**config.mk**
```make
export PLATFORM = sky130hd
export DESIGN_NAME = pattern_shift_gen
export DESIGN_NICKNAME = d
export VERILOG_FILES = /design/src/rtl/pattern_shift_gen.sv
export SDC_FILE = /design/constraint.sdc
export NUM_CORES = 1
export LEC_CHECK = 0
export ABC_AREA = 1
export ABC_CLOCK_PERIOD_IN_PS = 3200
export CORE_ASPECT_RATIO = 1.5
export CORE_MARGIN = 1.5
export CORE_UTILIZATION = 31
export CTS_BUF_LIST = sky130_fd_sc_hd__clkbuf_8
export CTS_CLUSTER_DIAMETER = 80
export DETAILED_ROUTE_END_ITERATION = 8
export HOLD_SLACK_MARGIN = 0.03
export PLACE_DENSITY = 0.64
export REMOVE_ABC_BUFFERS = 1
export SETUP_SLACK_MARGIN = 0.02
export SYNTH_ARGS = -nofsm -noshare
export SYNTH_HDL_FRONTEND = slang
export SYNTH_SLANG_ARGS = --single-unit
```
**constraint.sdc**
```tcl
create_clock -name clk -period 3.2 [get_ports clk]
set_input_delay 0.32 -clock clk [delete_from_list [all_inputs] [get_ports clk]]
set_output_delay 0.32 -clock clk [all_outputs]
set_load 0.02 [all_outputs]
```
**src/rtl/pattern_shift_gen.sv**
```systemverilog
// WIDTH-bit pattern shift register with selectable feedback, prescaled stepping and output mirroring.
// Optional LFSR feedback (mode 5) is built only when PATTERN_SHIFT_GEN_LFSR_EN is defined.
module pattern_shift_gen #(
  parameter int               WIDTH = 8,
  parameter int               DIV_W = 11,
  parameter logic [WIDTH-1:0] SEED  = '0,
  parameter logic [WIDTH-1:0] TAPS  = WIDTH'(8'hB8)
) (
  input  logic             clk,
  input  logic             rst_n,
  input  logic [2:0]       mode,
  input  logic             div_en,
  input  logic [DIV_W-1:0] div_val,
  input  logic             load,
  input  logic [WIDTH-1:0] load_val,
  input  logic             mir_sel,
  input  logic             mir_in,
  output logic [WIDTH-1:0] pattern_o,
  output logic             tick_o,
  output logic             mirror_o
);

  localparam logic [2:0] M_TOGGLE = 3'd1;
  localparam logic [2:0] M_NOR2   = 3'd2;
  localparam logic [2:0] M_NOR4   = 3'd3;
  localparam logic [2:0] M_NORALL = 3'd4;
  localparam logic [2:0] M_LFSR   = 3'd5;
  localparam logic [2:0] M_ROTL   = 3'd6;
  localparam logic [2:0] M_ROTR   = 3'd7;

  if (WIDTH < 4 || $bits(TAPS) != WIDTH) begin : g_bad_width
    $error("pattern_shift_gen: WIDTH must be >= 4 and TAPS must be WIDTH bits");
  end

  logic [WIDTH-1:0] sr_q, sr_d, sr_step;
  logic [DIV_W-1:0] cnt_q, cnt_d;
  logic             tick_q, tick;
  logic             zero_q, zero_d;
  logic             mir_tgl_q, mir_tgl_d;

  function automatic logic [WIDTH-1:0] bitrev(input logic [WIDTH-1:0] v);
    logic [WIDTH-1:0] r;
    for (int i = 0; i < WIDTH; i++) r[i] = v[WIDTH-1-i];
    return r;
  endfunction

`ifdef PATTERN_SHIFT_GEN_LFSR_EN
  logic lfsr_fb;
  // All-zero state would lock a pure XOR feedback, so force a 1 in.
  assign lfsr_fb = (sr_q == '0) ? 1'b1 : ^(sr_q & TAPS);
`endif

  always_comb begin
    sr_step = sr_q;
    case (mode)
      M_TOGGLE: sr_step = {sr_q[WIDTH-2:0], ~sr_q[0]};
      M_NOR2:   sr_step = {sr_q[WIDTH-2:0], ~|sr_q[1:0]};
      M_NOR4:   sr_step = {sr_q[WIDTH-2:0], ~|sr_q[3:0]};
      M_NORALL: sr_step = {sr_q[WIDTH-2:0], ~|sr_q};
`ifdef PATTERN_SHIFT_GEN_LFSR_EN
      M_LFSR:   sr_step = {sr_q[WIDTH-2:0], lfsr_fb};
`endif
      M_ROTL:   sr_step = {sr_q[WIDTH-2:0], sr_q[WIDTH-1]};
      M_ROTR:   sr_step = {sr_q[0], sr_q[WIDTH-1:1]};
      default:  sr_step = sr_q;
    endcase
  end

  // >= rather than == so a div_val lowered below the running count still wraps.
  always_comb begin
    tick = div_en ? (cnt_q >= div_val) : 1'b1;
    if (load || !div_en || tick) cnt_d = '0;
    else                         cnt_d = cnt_q + DIV_W'(1);
    if (load)      sr_d = load_val;
    else if (tick) sr_d = sr_step;
    else           sr_d = sr_q;
    zero_d    = (sr_q == '0);
    mir_tgl_d = mir_tgl_q ^ ((sr_q == '0) && !zero_q);
  end

  always_ff @(posedge clk) begin
    if (!rst_n) begin
      sr_q      <= SEED;
      cnt_q     <= '0;
      tick_q    <= 1'b0;
      zero_q    <= (SEED == '0);
      mir_tgl_q <= 1'b0;
    end else begin
      sr_q      <= sr_d;
      cnt_q     <= cnt_d;
      tick_q    <= tick;
      zero_q    <= zero_d;
      mir_tgl_q <= mir_tgl_d;
    end
  end

  assign mirror_o  = mir_sel ? mir_in : mir_tgl_q;
  assign pattern_o = mirror_o ? bitrev(sr_q) : sr_q;
  assign tick_o    = tick_q;

endmodule

```
==> results.py, run 1 <==
metrics = {
    "cells_and_area": {
        "design_area_sq_um": 2140,
        "final_common_cell": "nand2_1",
        "area_delta_synth_final_pct": 26.9,
        "n_antenna_cell": 0,
        "final.fill_count": 570,
        "drive_gt1_share_pct": 10.6,
        "nets": 325,
        "final_cell_mix": "nand2_1, inv_1, clkdlybuf4s50_1",
    },
    "routing": {
        "m1WireLength_mm": 1.64,
        "top_layer": "met4",
        "vias": 1604,
        "drt_iter0_markers": 68,
        "dr.pass1.iters": 4,
        "drt-total-wl_mm": 3.73,
        "via_per_inst": 4.56,
        "wl_met3_um": 123,
        "drc": 0,
        "postRouteAntennaNets": 0,
        "wire_per_inst_um": 10.6,
        "route.met2.wl_mm": 1.90,
    },
    "timing": {
        "setup_viol": 0,
        "tightest_slew_ns": 0.447,
        "hold_viol": 0,
        "finClkSkew_ns": 0.00415,
        "worst_hold_slack_ns": 0.451,
        "fin_setup_tns_ns": 0,
        "layout_setup_ws_ns": 0.816,
        "period_needed_ns": 2.38,
        "period_share_pct": 74.5,
        "slew_headroom_pct": 70.1,
        "max_freq_ghz": 0.419,
        "maxSlewViolCount": 0,
        "rsz0062_at_grt": "no",
    },
    "place": {
        "placed_cell_area_sq_um": 2090,
        "io_buffers": 37,
        "hpwl_mm": 3.01,
        "gp_congestion": 0.857,
        "dp_slack_ns": 0.806,
    },
    "clock_tree": {
        "root_buffer": "clkbuf_8",
        "numCtsBuffers": 3,
        "clk_pin_slew_worst_paths_ns": 0.08,
        "ctsHoldBuffers": 0,
        "ctsHtreeMaxLevel": 1,
        "clk_latency_ns": 0.27,
        "cts_tree": "built",
        "cts_max_path_buffers": 2,
        "postCtsSetupBuffers": 0,
        "cts_resized": 0,
        "clkSinkCount": 22,
    },
    "global_route": {
        "grt_pass1_vias": 1526,
        "grt_max_degree": 18,
        "grt_pass1_wl_mm": 6.26,
        "antenna_found_initial": 0,
        "grt.total_usage_pct": 13.0,
        "grt_overflow": 0,
    },
    "power": {
        "p_leak_nw": 0.990,
        "p_total_mw": 0.700,
        "cellPowerDensity_nw_per_um2": 327,
        "ir_worst_vdd_mv": 0.120,
    },
    "synth": {
        "synthArstFlopShare_pct": 0,
        "mappedNetlistArea_sq_um": 1690,
        "synth_edf_count": 0,
        "yosys_warnings": 0,
        "synth_seq_cells": 22,
        "synth.distinct_cells": 31,
        "ys.flop_type": "dfxtp_1",
        "syn-mean-instance-area_sq_um": 6.81,
        "syn_inst": 248,
        "ys_seq_area_share_pct": 26.1,
    },
    "setup_path": {
        "path_buf_inv": 2,
        "critical-path-top-delay-family": "buffers and inverters",
        "path_cells": "clkdlybuf4s50_1, mux2_2, o21ai_0, clkdlybuf4s50_1",
        "slowest_delay_ns": 0.63,
        "path_max_fanout": 17,
        "cp-end-kind": "output pin",
        "cpMostUsedCell": "clkdlybuf4s50_1",
        "start_kind": "input port",
        "path_class": "input port to output pin",
        "worstPathArrival_ns": 2.06,
        "cp_data_required_time_ns": 2.88,
        "critPathSlowestCell": "clkdlybuf4s50_1",
    },
    "die": {
        "coreArea_sq_um": 5200,
        "pin_count": 38,
        "fp.dieH_um": 93.4,
        "die_w_um": 63.3,
        "rows": 32,
        "initial_core_util_pct": 32.5,
        "dieArea_sq_um": 5910,
    },
    "run": {
        "drv_cap": 0,
    },
    "outcome": {
        "status": "finished, final reports clean",
    },
    "hold_path": {
        "worstHoldPathType": "flop to flop",
    },
}
[area by class of cell]
class | instances | area, sq um | area share (%)
clock buffers | 4 | 55.1 | 2.57
flip-flops and latches | 22 | 440 | 20.5
repair buffers | 37 | 370 | 17.3
well taps | 68 | 85.1 | 3.97
multi-input cells | 180 | 1040 | 48.5
inverters | 41 | 154 | 7.18
[worst paths after layout]
check             slack, ns       from  depth (start not counted)           end
setup / recovery       0.82    mir_sel                          4  pattern_o[1]
hold / removal         0.45  mir_tgl_q                          1     mir_tgl_q
setup reg to reg       1.32   cnt_q[6]                         10      cnt_q[2]
hold reg to reg        0.45  mir_tgl_q                          1     mir_tgl_q
[cells in the mapped netlist, types with 2 or more instances]
cell / n / share of area [%]
a21oi_1: 8 / 2.4
nand3_1: 13 / 3.9
nor3_1: 2 / 0.59
nor2_1: 33 / 7.3
nand3_2: 4 / 2.4
nand4_1: 4 / 1.5
ha_1: 12 / 8.9
o21ai_0: 15 / 4.4
nor2_2: 6 / 2.2
a21oi_2: 2 / 1.0
o21ai_2: 4 / 2.1
inv_1: 39 / 8.7
nand2_1: 55 / 12
nand2_2: 3 / 1.1
xnor2_1: 2 / 1.0
xor2_1: 4 / 2.1
mux2i_1: 6 / 3.6
dfxtp_1: 22 / 26
inv_2: 2 / 0.44
[state kept, by name (all words and copies together), names as in the netlist]
name / count
cnt_q: 11
mir_tgl_q: 1
sr_q: 8
tick_o: 1
zero_q: 1
[where the power goes]
group | internal [mW] | leakage (nW) | total, mW | switching (mW)
registers | 0.287 | 0.180 | 0.301 | 0.0139
clock network | 0.110 | 0.0288 | 0.203 | 0.0936
logic | 0.0930 | 0.781 | 0.195 | 0.102
[metal layers]
layer	vias up	global-route usage [%]
met2	35	24.6
met3	7	1.68
met1	708	14.6
met4	0	4.53
met5	-	0
li1	854	-
[through the flow]
stage | utilization, % | instances
after floorplan | - | 243
after global placement | 40.1 | 348
after detailed placement | 40.1 | 348
after CTS | 41.2 | 352
after global routing | 41.2 | 352
final | 41.2 | 352
[logic make-up after synthesis]
family / Yosys count / share of synthesized area, %
compound gates: 31 / 11.1
xor+xnor: 6 / 3.11
buf+inv: 46 / 12.4
simple gates: 124 / 34.1
mux: 7 / 4.22
fa+ha+maj: 12 / 8.89
flops: 22 / 26.1
Note: power is estimated with default switching activity, not from simulation.
==> run 2, diff against run 1 <==
--- a/config.mk
+++ b/config.mk
@@ -6,7 +6,7 @@
 export NUM_CORES = 1
 export LEC_CHECK = 0
 export ABC_AREA = 1
-export ABC_CLOCK_PERIOD_IN_PS = 3200
+export ABC_CLOCK_PERIOD_IN_PS = 2200
 export CORE_ASPECT_RATIO = 1.5
 export CORE_MARGIN = 1.5
 export CORE_UTILIZATION = 31
==> constraint.sdc (replaced) <==
create_clock -name clk -period 2.2 [get_ports clk]
set_input_delay 0.22 -clock clk [delete_from_list [all_inputs] [get_ports clk]]
set_output_delay 0.22 -clock clk [all_outputs]
set_load 0.02 [all_outputs]
==> run 2 against run 1 <==
Against the previous run: die area is the same; power grew 58%; non-clock buffer count grew 4; flip-flop and latch count is the same; critical endpoint is now mirror_o; count of clock-buffer cells in the layout shrank 1; sequential power grew 46%; design area grew 2.9%; hold slack lost 0.0023 ns; critical path depth shrank 1; utilization grew 1.2 points; via count grew 0.62%; clock power grew 87%.
==> results.py, run 2 (same netlist as run 1, synthesis figures left out) <==
metrics = {
    "routing": {
        "drt_iter0_markers": 84,
        "via_per_inst": 4.53,
        "drc": 0,
        "postRouteAntennaNets": 0,
        "vias": 1614,
        "drt-total-wl_mm": 3.77,
        "dr.pass1.iters": 4,
        "wire_per_inst_um": 10.6,
    },
    "cells_and_area": {
        "n_antenna_cell": 0,
        "largest-register": "cnt_q",
        "reg_top3": "cnt_q (11), sr_q (8)",
        "nets": 329,
        "area_delta_synth_final_pct": 30.6,
        "finalNonFillerCells": 356,
        "final_common_cell": "nand2_1",
        "final_cell_mix": "nand2_1, inv_1, nor2_1",
        "final.fill_count": 576,
        "drive_gt1_share_pct": 11.8,
        "largest_reg_flops": 11,
    },
    "timing": {
        "finClkSkew_ns": 0.00699,
        "fin_setup_tns_ns": 0,
        "maxSlewViolCount": 0,
        "period_share_pct": 87.4,
        "setup_viol": 0,
        "slew_headroom_pct": 72.0,
        "period_needed_ns": 1.92,
        "max_freq_ghz": 0.520,
        "tightest_slew_ns": 0.418,
        "hold_viol": 0,
        "worst_hold_slack_ns": 0.449,
        "rsz0062_at_grt": "no",
    },
    "clock_tree": {
        "ctsHoldBuffers": 0,
        "clk_pin_slew_worst_paths_ns": 0.08,
        "ctsHtreeMaxLevel": 1,
        "clk_latency_ns": 0.27,
        "clkSinkCount": 22,
        "cts_max_path_buffers": 2,
        "root_buffer": "clkbuf_8",
        "cts_tree": "built",
        "numCtsBuffers": 3,
        "postCtsSetupBuffers": 0,
    },
    "setup_path": {
        "start_kind": "input port",
        "slowest_delay_ns": 0.57,
        "cp-end-kind": "output pin",
        "path_max_fanout": 17,
        "path_cells": "clkdlybuf4s50_1, mux2_2, clkdlybuf4s50_1",
        "path_class": "input port to output pin",
        "worstPathArrival_ns": 1.70,
        "critPathSlowestCell": "clkdlybuf4s50_1",
        "cpMostUsedCell": "clkdlybuf4s50_1",
        "cp_data_required_time_ns": 1.98,
    },
    "power": {
        "ir_worst_vdd_mv": 0.254,
        "p_leak_nw": 1.12,
        "cellPowerDensity_nw_per_um2": 500,
    },
    "outcome": {
        "status": "finished, final reports clean",
    },
    "die": {
        "rows": 32,
        "fp.dieH_um": 93.4,
        "dieArea_sq_um": 5910,
        "die_w_um": 63.3,
        "pin_count": 38,
        "coreArea_sq_um": 5200,
        "initial_core_util_pct": 32.5,
    },
    "place": {
        "hpwl_mm": 3.08,
        "placed_cells": 352,
        "gp_congestion": 0.807,
        "io_buffers": 37,
    },
    "global_route": {
        "grt_overflow": 0,
        "grt.total_usage_pct": 14.0,
        "grt_max_degree": 18,
        "antenna_found_initial": 0,
        "grt_pass1_wl_mm": 6.65,
        "grt_pass1_vias": 1570,
    },
    "run": {
        "drv_cap": 0,
    },
    "hold_path": {
        "worstHoldPathType": "flop to flop",
    },
}
-- run 2: cell types whose count changed in the layout (fill, tap and decap cells not counted), sizes merged --
cell           before  now
dlygate4sd2         0    1
dlymetal6s2s        0    7
buf                 0    4
bufinv              0    1
clkbuf              4    3
clkdlybuf4s50      37   29
-- run 2: power breakdown --
part	total (mW)	switching, mW	internal, mW
clock	0.380	0.137	0.243
sequential	0.438	0.0202	0.418
combinational	0.285	0.150	0.135
total	1.10	0.307	0.796
-- run 2: timing repair --
action / 4_1_cts / 5_1_grt
pin swaps: 0 / 0
gates resized for setup: 1 / 7
endpoints found under the setup margin: 1 / 7
-- run 2: path summary, 6_finish.rpt --
kind                   from        end  slack, ns  cells past startpoint
hold / removal    mir_tgl_q  mir_tgl_q       0.45                      1
setup / recovery    mir_sel   mirror_o       0.28                      3
hold reg to reg   mir_tgl_q  mir_tgl_q       0.45                      1
setup reg to reg   cnt_q[6]   cnt_q[2]       0.43                     11
-- run 2: critical path, delay by kind of cell --
family	cells	cell delay, ns
buffers and inverters	2	1.03
multiplexers	1	0.45
-- run 2: layer usage --
layer | global-route usage [%] | part of all wire, %
met1 | 15.2 | 41
met2 | 26.3 | 53
met3 | 2.05 | 4.0
met4 | 6.16 | 1.9
met5 | 0 | 0
-- run 2: layout make-up --
cell class | instances | area [sq um] | area share, %
clock buffers | 3 | 41.3 | 1.87
clock inverters | 1 | 30.0 | 1.36
inverters | 41 | 154 | 6.98
multi-input cells | 180 | 1040 | 47.1
flip-flops and latches | 22 | 440 | 20.0
well taps | 68 | 85.1 | 3.86
repair buffers | 41 | 417 | 18.9
-- run 2: metrics by stage --
stage          cell area, sq um  util [%]  setup WS (ns)  power (mW)
2_1_floorplan              1630         -          0.632       0.603
3_3_place_gp               2120      40.7         0.0480       0.736
6_report                   2210      42.4          0.278        1.10
5_1_grt                    2210      42.4          0.115        1.17
3_5_place_dp               2120      40.7         0.0176       0.739
4_1_cts                    2190      42.0         0.0223        1.12
==> run 3, diff against run 2 <==
--- a/config.mk
+++ b/config.mk
@@ -13,6 +13,7 @@
 export CTS_BUF_LIST = sky130_fd_sc_hd__clkbuf_8
 export CTS_CLUSTER_DIAMETER = 80
 export DETAILED_ROUTE_END_ITERATION = 8
+export GPL_ROUTABILITY_DRIVEN = 0
 export HOLD_SLACK_MARGIN = 0.03
 export PLACE_DENSITY = 0.64
 export REMOVE_ABC_BUFFERS = 1
==> results of run 3 <==
Final layout, timing and power as in run 2 (identical DEF).
==> variant, RTL diff (settings of run 1) <==
Remove the register `tick_q`: a continuous assignment takes its place, so the output `tick_o` follows one clock earlier.
--- a/src/rtl/pattern_shift_gen.sv
+++ b/src/rtl/pattern_shift_gen.sv
@@ -82,17 +82,17 @@
     if (!rst_n) begin
       sr_q      <= SEED;
       cnt_q     <= '0;
-      tick_q    <= 1'b0;
       zero_q    <= (SEED == '0);
       mir_tgl_q <= 1'b0;
     end else begin
       sr_q      <= sr_d;
       cnt_q     <= cnt_d;
-      tick_q    <= tick;
       zero_q    <= zero_d;
       mir_tgl_q <= mir_tgl_d;
     end
   end
+
+  assign tick_q = tick;
 
   assign mirror_o  = mir_sel ? mir_in : mir_tgl_q;
   assign pattern_o = mirror_o ? bitrev(sr_q) : sr_q;
Behaviour: not the same (Yosys sat finds a counterexample within 4 cycles, from zero or initial values and one cycle with rst_n low).
==> variant against run 1 <==
  * First-iteration DRC count down 38%
  * Combinational power down 3%
  * Worst setup slack worse by 0.31 ns
  * Clock power down 8%
  * Routed wire length up 2.2%
  * Die area down 6.1%
  * Synthesized cell count down 1.2%
  * Synthesized area down 6.3%
  * Utilization up 0.83 points
  * Final area down 4.2%
  * Hold slack better by 0.0088 ns
  * Total power down 4.9%
  * Sequential cell count down 1
  * Highest routed layer unchanged
==> variant: results (changes against run 1) <==
Final layout
  • Ratio of cells with drive above 1 in the final layout: 0.0534 (-0.0523)
  • ANT cells: 0 (unchanged)
  • Layout Nets: 322 (-0.92%)
  • Largest regs: cnt_q (11), sr_q (8)

Yosys
  • Synth cell types: 28 (-9.7%)
  • Seq/Total Area, Yosys: 0.266 (+0.00487)
  • Post-synthesis compound-gate area fraction: 0.109 (-0.00202)
  • Synth cell count leaders: nand2_1, inv_1, nor2_1
  • Synth Area in XOR/XNOR: 0.0332 (+0.00209)
  • Adder-Cell Fraction of Synth Area: 0.0949 (+0.00597)
  • Top cells by area, synth: dfxtp_1, nand2_1, ha_1, inv_1, nor2_1
  • Mux contribution to synthesized area: 0.0451 (+0.00284)
  • Synth async-reset ratio: 0 (unchanged)

GRT
  • First-pass GRT wire length: 6.30 mm (+0.66%)
  • Largest net degree at the start of global routing: 18 (unchanged)
  • Initial antenna violation count: 0 (unchanged)
  • All-layer global routing usage: 0.145 (+0.0158)
  • Number of global-route vias before repair: 1497 (-1.9%)

Clock tree
  • # H-tree levels: 1 (unchanged)
  • Worst-Skew Late Latency: 0.27 ns (about the same)
  • CTS clk-pin slew, worst paths: 0.08 ns (about the same)
  • Max Root-Sink Buffers: 2 (unchanged)
  • CTS buffer count: 3 (unchanged)
  • Post-CTS sizing: 0 (unchanged)
  • CTS root buffer: clkbuf_8

Placement
  • Post-place instance area: 2000 µm² (-4.0%)
  • Port Buf Inserts: 37 (unchanged)
  • Routability congestion estimate: 0.899 (+4.9%)
  • Dpl hpwl: 3.02 mm (+0.17%)

Critical path
  • Critical Path Max Stage Delay: 0.63 ns (about the same)
  • CP delay by family, top: buffers and inverters
  • Crit path from: div_val[6]
  • R2R Path Start: cnt_q[6]$_SDFF_PP0_
  • CP arrival: 2.37 ns (+0.31 ns)
  • Max FO, Critical Path: 3 (-14)

Detailed routing
  • Initial DRC Count: 42 (-38%)
  • First-pass DRT Iterations: 4 (unchanged)
  • Vias per cell: 4.73 (+3.9%)
  • Total wire length: 3.81 mm (+2.2%)

STA
  • Setup tns final: 0 ns (unchanged)
  • Worst slew pin tran: 0.438 ns (-0.00860 ns)
  • Worst Clk Skew: 0.00175 ns (-0.00241 ns)

Hold path
  • Worst hold start: mir_tgl_q$_SDFF_PN0_
  • Worst hold path type: register to register

Outcome
  • Status: finished, final reports clean

Pwr
  • Leak: 0.953 nW (-3.8%)
  • Peak VDD IR: 0.000161 V (+34%)
-- variant: changes by cell type after synthesis, moves of 2 or more --
cell | before | now
nand3_2 | 4 | 0
o21ai_2 | 4 | 0
nand2_1 | 55 | 57
o21ai_0 | 15 | 18
nor2_2 | 6 | 2
nor2_1 | 33 | 36
nand3_1 | 13 | 16
-- variant: area by class of cell --
class,count,area (µm²)
Sequential cell,21,420
Clock buffer,3,41.3
Inverter,40,150
Multi-Input combinational cell,179,981
Fill cell,543,2830
Tap cell,66,82.6
Clock inverter,1,7.51
Timing Repair Buffer,37,370
-- variant: path summary, 6_finish.rpt --
check	endpoint	slack, ns	cells past startpoint
min	mir_tgl_q$_SDFF_PN0_	0.46	1
min reg2reg	mir_tgl_q$_SDFF_PN0_	0.46	1
max reg2reg	cnt_q[2]$_SDFF_PP0_	1.35	12
max	tick_o	0.51	8
-- variant: metrics by stage --
step / total power (W) / utilization / setup slack, ns / cells
floorplan: 0.000395 / - / 1.46 / 240
global placement: 0.000485 / 0.410 / 0.551 / 343
detailed placement: 0.000485 / 0.410 / 0.506 / 343
CTS: 0.000676 / 0.420 / 0.497 / 347
global route: 0.000708 / 0.420 / 0.338 / 347
finish: 0.000666 / 0.420 / 0.506 / 347
-- variant: metal layers --
metal / wire length [µm] / global-route usage / up-vias
met5: 0 / 0 / -
met4: 91 / 0.0585 / 0
met3: 200 / 0.0287 / 7
met2: 1890 / 0.247 / 48
met1: 1630 / 0.171 / 740
li1: - / - / 848
-- variant: logic make-up after synthesis --
family / Yosys count
muxes: 7
and+or+nand+nor: 123
adders and majority gates: 12
xor gates and xnor gates: 6
AOI/OAI and AO/OA: 31
buffers and inverters: 45
DFF: 21
-- variant: where the power goes --
| group | leakage [nW] | internal [W] | switching (W) |
|---|---|---|---|
| logic | 0.759 | 0.0000899 | 0.000101 |
| registers | 0.172 | 0.000274 | 0.0000149 |
| clock network | 0.0217 | 0.0000881 | 0.0000980 |
-- variant: worst register-to-register path, cell delays in order (launching register included) --
cell and delay [ns]:
dfxtp_1 0.40, ha_1 0.27, nand2_1 0.09, inv_1 0.04, nand2_1 0.05, nand2_1 0.07
nand2_1 0.06, nand2_1 0.06, nor2_2 0.12, nand4_4 0.17, inv_2 0.10, nand2_2 0.16
nor3_1 0.19
